**config.mk**
```make
export PLATFORM = sky130hd
export DESIGN_NAME = word_to_byte_tx
export DESIGN_NICKNAME = d
export VERILOG_FILES = /design/src/rtl/wtb_pkg.sv /design/src/rtl/uart_tx_byte.sv /design/src/rtl/word_to_byte_tx.sv
export SDC_FILE = /design/constraint.sdc
export NUM_CORES = 1
export LEC_CHECK = 0
export ABC_AREA = 0
export ABC_CLOCK_PERIOD_IN_PS = 2900
export CORE_ASPECT_RATIO = 0.9
export CORE_MARGIN = 2
export CORE_UTILIZATION = 54
export DETAILED_ROUTE_END_ITERATION = 16
export GPL_ROUTABILITY_DRIVEN = 0
export PLACE_DENSITY_LB_ADDON = 0.1
export SLEW_MARGIN = 20
export SYNTH_ARGS = -nofsm -noshare
export SYNTH_HDL_FRONTEND = slang
export SYNTH_SLANG_ARGS = --single-unit
```
**constraint.sdc**
```tcl
create_clock -name clock -period 2.9 [get_ports clock]
set_input_delay 0.725 -clock clock [delete_from_list [all_inputs] [get_ports clock]]
set_output_delay 0.725 -clock clock [all_outputs]
set_load 0.005 [all_outputs]
```
**src/rtl/wtb_pkg.sv**
```systemverilog
// Shared types and constants for the word_to_byte_tx UART transmitter.
// WTB_PARITY_EN adds an even-parity bit state to the serializer.
package wtb_pkg;

   localparam int unsigned FRAME_DATA_BITS = 8;
   localparam int unsigned WORD_BYTES      = 4;
   localparam logic        IDLE_LEVEL      = 1'b1;

   typedef enum logic [2:0] {
      TX_IDLE,
      TX_START,
      TX_DATA,
`ifdef WTB_PARITY_EN
      TX_PARITY,
`endif
      TX_STOP
   } tx_state_e;

   typedef enum logic [1:0] {
      CTL_IDLE,
      CTL_SEND,
      CTL_DONE
   } ctl_state_e;

   function automatic logic [7:0] byte_sel(input logic [31:0] w, input logic [1:0] idx);
      return w[{idx, 3'b000} +: 8];
   endfunction

endpackage

```
**src/rtl/uart_tx_byte.sv**
```systemverilog
// UART byte serializer: start bit, 8 data bits LSB first, optional even parity
// (WTB_PARITY_EN), stop bit. A start request seen in the last stop cycle chains frames with no gap.
module uart_tx_byte
   import wtb_pkg::*;
#(
   parameter int unsigned CLKS_PER_BIT = 868
) (
   input  logic       clk_i,
   input  logic       rst_i,
   input  logic       start_i,
   input  logic [7:0] data_i,
   output logic       serial_o,
   output logic       busy_o,
   output logic       last_o
);

   localparam int unsigned     CW      = $clog2(CLKS_PER_BIT);
   localparam logic [CW-1:0]   CNT_MAX = CW'(CLKS_PER_BIT - 1);
   localparam logic [2:0]      BIT_MAX = 3'(FRAME_DATA_BITS - 1);

   tx_state_e     state_q;
   logic [CW-1:0] cnt_q;
   logic [2:0]    bit_q;
   logic [7:0]    data_q;
   logic          serial_q;
   logic          bit_end;

   assign bit_end  = (cnt_q == CNT_MAX);
   assign serial_o = serial_q;
   assign busy_o   = (state_q != TX_IDLE);
   assign last_o   = (state_q == TX_STOP) && bit_end;

   always_ff @(posedge clk_i) begin
      if (rst_i) begin
         state_q  <= TX_IDLE;
         cnt_q    <= '0;
         bit_q    <= '0;
         data_q   <= '0;
         serial_q <= IDLE_LEVEL;
      end else begin
         if (state_q != TX_IDLE) cnt_q <= bit_end ? '0 : cnt_q + CW'(1);
         case (state_q)
            TX_IDLE: begin
               if (start_i) begin
                  state_q  <= TX_START;
                  data_q   <= data_i;
                  cnt_q    <= '0;
                  serial_q <= 1'b0;
               end
            end
            TX_START: begin
               if (bit_end) begin
                  state_q  <= TX_DATA;
                  bit_q    <= '0;
                  serial_q <= data_q[0];
               end
            end
            TX_DATA: begin
               if (bit_end) begin
                  if (bit_q == BIT_MAX) begin
`ifdef WTB_PARITY_EN
                     state_q  <= TX_PARITY;
                     serial_q <= ^data_q;
`else
                     state_q  <= TX_STOP;
                     serial_q <= 1'b1;
`endif
                  end else begin
                     bit_q    <= bit_q + 3'd1;
                     serial_q <= data_q[bit_q + 3'd1];
                  end
               end
            end
`ifdef WTB_PARITY_EN
            TX_PARITY: begin
               if (bit_end) begin
                  state_q  <= TX_STOP;
                  serial_q <= 1'b1;
               end
            end
`endif
            TX_STOP: begin
               if (bit_end) begin
                  if (start_i) begin
                     state_q  <= TX_START;
                     data_q   <= data_i;
                     serial_q <= 1'b0;
                  end else begin
                     state_q  <= TX_IDLE;
                  end
               end
            end
            default: state_q <= TX_IDLE;
         endcase
      end
   end

endmodule

```
**src/rtl/word_to_byte_tx.sv**
```systemverilog
// UART TX front-end: one byte, or a 32-bit word as four back-to-back bytes, repeated while enable is high.
// Define WTB_PARITY_EN for an even-parity bit per byte.
module word_to_byte_tx
   import wtb_pkg::*;
#(
   parameter int unsigned CLKS_PER_BIT = 868
) (
   input  logic        clock,
   input  logic        reset,
   input  logic        enable,
   input  logic        i_mode_select,
   input  logic [31:0] i_word,
   input  logic [7:0]  i_byte,
   output logic        o_serial,
   output logic        o_done
);

   ctl_state_e  ctl_q;
   logic        mode_q;
   logic [31:0] word_q;
   logic [1:0]  idx_q;
   logic        done_q;

   logic        tx_start_d;
   logic [7:0]  tx_data_d;
   logic        tx_busy;
   logic        tx_last;

   // In IDLE the serializer is fed straight from the inputs so the start bit leaves on the latching edge.
   always_comb begin
      tx_start_d = 1'b0;
      tx_data_d  = i_byte;
      case (ctl_q)
         CTL_IDLE: begin
            tx_start_d = enable && !tx_busy;
            tx_data_d  = i_mode_select ? i_word[7:0] : i_byte;
         end
         CTL_SEND: begin
            tx_start_d = tx_last && mode_q && (idx_q != 2'(WORD_BYTES - 1));
            tx_data_d  = byte_sel(word_q, idx_q + 2'd1);
         end
         default: ;
      endcase
   end

   always_ff @(posedge clock) begin
      if (reset) begin
         ctl_q  <= CTL_IDLE;
         mode_q <= 1'b0;
         word_q <= '0;
         idx_q  <= '0;
         done_q <= 1'b0;
      end else begin
         done_q <= 1'b0;
         case (ctl_q)
            CTL_IDLE: begin
               if (tx_start_d) begin
                  ctl_q  <= CTL_SEND;
                  mode_q <= i_mode_select;
                  word_q <= i_word;
                  idx_q  <= '0;
               end
            end
            CTL_SEND: begin
               if (tx_last) begin
                  if (tx_start_d) begin
                     idx_q <= idx_q + 2'd1;
                  end else begin
                     ctl_q  <= CTL_DONE;
                     done_q <= 1'b1;
                  end
               end
            end
            CTL_DONE: ctl_q <= CTL_IDLE;
            default:  ctl_q <= CTL_IDLE;
         endcase
      end
   end

   uart_tx_byte #(
      .CLKS_PER_BIT(CLKS_PER_BIT)
   ) u_ser (
      .clk_i   (clock),
      .rst_i   (reset),
      .start_i (tx_start_d),
      .data_i  (tx_data_d),
      .serial_o(o_serial),
      .busy_o  (tx_busy),
      .last_o  (tx_last)
   );

   assign o_done = done_q;

endmodule

```
==> reports/results.tsv <==
metric	value	unit
HPWL Detailed	4704	microns
max_slew headroom	59.61	%
H-tree levels	3	
CP arrival	2.68	ns
Max clock buf depth	2	
r2r setup slk	0.48	ns
Synth warnings	0	
Worst path top cell family by delay	simple AND/OR/NAND/NOR gates	
Final Skew	0.005575	ns
final hold vios	0	
Max-Cap Viols	0	
first-pass GRT wire length	11310	microns
layout cells sized above 1	9.701	%
Root Driver	clkbuf_8	
routed len/inst	14.74	microns
width of the die	82.89	microns
DR pass1 iterations	4	
initial antenna violation count	0	
post-synth design cell area	0.003024	sq mm
worst vdd ir	0.4210	mV
grt ovf	0	
R2R depth	6	
dpl cell area	0.003498	sq mm
post-synthesis sequential area ratio	41.04	%
Final ANT Viol Nets	0	
Tmin final	2.417	ns
Power Density	745.9	mW/mm^2
Area Overhead vs Synth	22.42	%
total number of vias	2621	
period utilization	83.34	%
ant diodes	0	
die height	75.00	microns
prevailing post-synth register cell	dfxtp_1	
P_leak	1.382	nW
crit path capture	u_ser.data_q[1]	
most common cell after layout, fill and taps aside	nand2_1	
crit-path max FO	16	
asr flop ratio synth	0	%
slew at the pin with the worst max-slew slack	0.6045	ns
total CTS buffers	9	
Req. time, crit path	3.16	ns
Worst R2R End	u_ser.data_q[1]	
critical-path cell list	ha_1 > nand4b_1 > or3_1 > a22oi_4 > o21ai_0 > a21oi_1	
setup bufs post-CTS	0	
pin count of the biggest net entering global routing	50	
clk_lat worst skew	0.34	ns
initial core utilization	56.87	%
Worst path depth	6	
core area	0.005318	sq mm
gr usage total	22.98	%
final std cell area, no fill	0.003702	sq mm
Post-synth EDFFs	0	
number of port buffers	45	
CP Launch Type	register	
Fmax achieved	413.7	MHz
setup TNS	0	ns
Mean Syn Cell Area	8.400	sq um
vias in the first global route	2476	
nets	450	
Worst path slowest cell	or3_1	
Total Wirelength	6911	microns
CTS clk-pin slew, worst paths	0.07	ns
Sink Count	62	
HP Class	register to register	
commonest non-fill, non-tap cells in the layout	nand2_1, dfxtp_1, a21oi_1	
# setup viols final	0	
worst r2r src	u_ser.cnt_q[0]	
critical path type	register to register	
unrepaired setup endpoints after global routing	no	
Hold-fix buffers, CTS	0	
Final Slew Violations	0	
clock tree from TritonCTS	yes	
Synth Net Count	412	
Unique masters post-synth	47	
CTS resizes	0	
status	finished, final reports clean	
Yosys reg bits	62	
gate count after technology mapping	360	
Crit. Startpoint	u_ser.cnt_q[0]	
Post-route DRC	0	
Final Total Pwr	0.002761	W
CP Buf/Inv Count	0	
Die Footprint	0.006216	sq mm
crit end category	register	
IO Count	46	
FP Rows	25	
Initial DRC Count	168	
CP max stage delay	0.61	ns
Via density	5.588	
[power breakdown]
| part | internal, W | total (W) | leakage, nW | switching [W] |
|---|---|---|---|---|
| registers | 0.00100 | 0.00111 | 0.506 | 0.000104 |
| logic | 0.000350 | 0.000850 | 0.777 | 0.000500 |
| clock network | 0.000478 | 0.000805 | 0.0994 | 0.000326 |
[registers in the layout, indices dropped and copies added, names as in the netlist]
register / cells
u_ser.cnt_q: 10
mode_q: 1
u_ser.state_q: 2
word_q: 32
u_ser.data_q: 8
u_ser.bit_q: 3
u_ser.serial_o: 1
idx_q: 2
ctl_q: 2
o_done: 1
[worst register-to-register path: stages (launching register included)]
cell	delay, ns
dfxtp_1	0.39
ha_1	0.26
nand4b_1	0.24
or3_1	0.61
a22oi_4	0.48
o21ai_0	0.20
a21oi_1	0.17
[worst min-delay path by stage]
stage | startpoint | endpoint | slack, ns | cells after the start
after floorplan | word_q[24] | word_q[24] | 0.43 | 2
final | word_q[1] | word_q[1] | 0.46 | 2
after detailed placement | word_q[7] | word_q[7] | 0.45 | 2
after CTS | word_q[7] | word_q[7] | 0.46 | 2
after global routing | word_q[7] | word_q[7] | 0.47 | 2
after global placement | word_q[5] | word_q[5] | 0.44 | 2
[logic make-up (layout without fill, tap and decap cells)]
kind of cell | count (synthesis) | in the layout | share of synthesized area, %
AO/OA/AOI/OAI | 98 | 98 | 20.27
XOR/XNOR | 3 | 3 | 0.8690
adder cells (fa/ha/maj) | 8 | 8 | 3.310
buffers and inverters | 30 | 72 | 4.261
flip-flops | 62 | 62 | 41.04
multiplexers | 16 | 16 | 9.102
AND/OR/NAND/NOR | 143 | 143 | 21.14
[cell type report]
type,count,area (sq um)
Multi-Input combinational cell,268,1659
Fill cell,447,1615
Sequential cell,62,1241
Timing Repair Buffer,50,488.0
Clock buffer,11,131.4
Tap cell,67,83.83
Clock inverter,4,72.57
Inverter,7,26.28
[stage by stage]
stage,setup WS [ns],utilization (%),hold slack (ns),instances
2_1_floorplan,0.9016,-,0.4331,360
3_3_place_gp,0.4879,65.79,0.4388,454
3_5_place_dp,0.4916,65.79,0.4468,454
4_1_cts,0.4985,69.62,0.4558,469
5_1_grt,0.3188,69.62,0.4721,469
6_report,0.4831,69.62,0.4555,469
[layer usage]
| layer | vias to the layer above | share of wire (%) | track usage, % |
|---|---|---|---|
| met5 | - | 0 | 0 |
| met4 | 0 | 0.80 | 6.193 |
| met3 | 6 | 4.8 | 7.346 |
| met2 | 57 | 49 | 40.59 |
| met1 | 1223 | 45 | 27.71 |
| li1 | 1335 | - | - |
[synth_stat cells (2+ instances only)]
master	instances	area share [%]
nand2_1	79	9.8
a21oi_2	2	0.58
o21ai_0	7	1.2
o21bai_1	3	0.74
nand3_1	5	0.83
o21ai_2	2	0.58
nand2b_1	2	0.41
xor2_1	2	0.58
and3_1	6	1.2
clkbuf_1	19	2.4
nor3_1	6	0.99
nor2b_1	5	1.0
a22oi_1	12	3.0
ha_1	8	3.3
o22ai_1	3	0.62
inv_1	7	0.87
buf_6	2	0.74
dfxtp_1	62	41
nand4b_1	2	0.58
a21oi_1	57	9.4
mux2_2	2	0.74
mux4_2	9	6.7
mux2i_1	5	1.7
and2_1	3	0.62
nor2_1	28	3.5
Power figures use the tool's default switching activity.
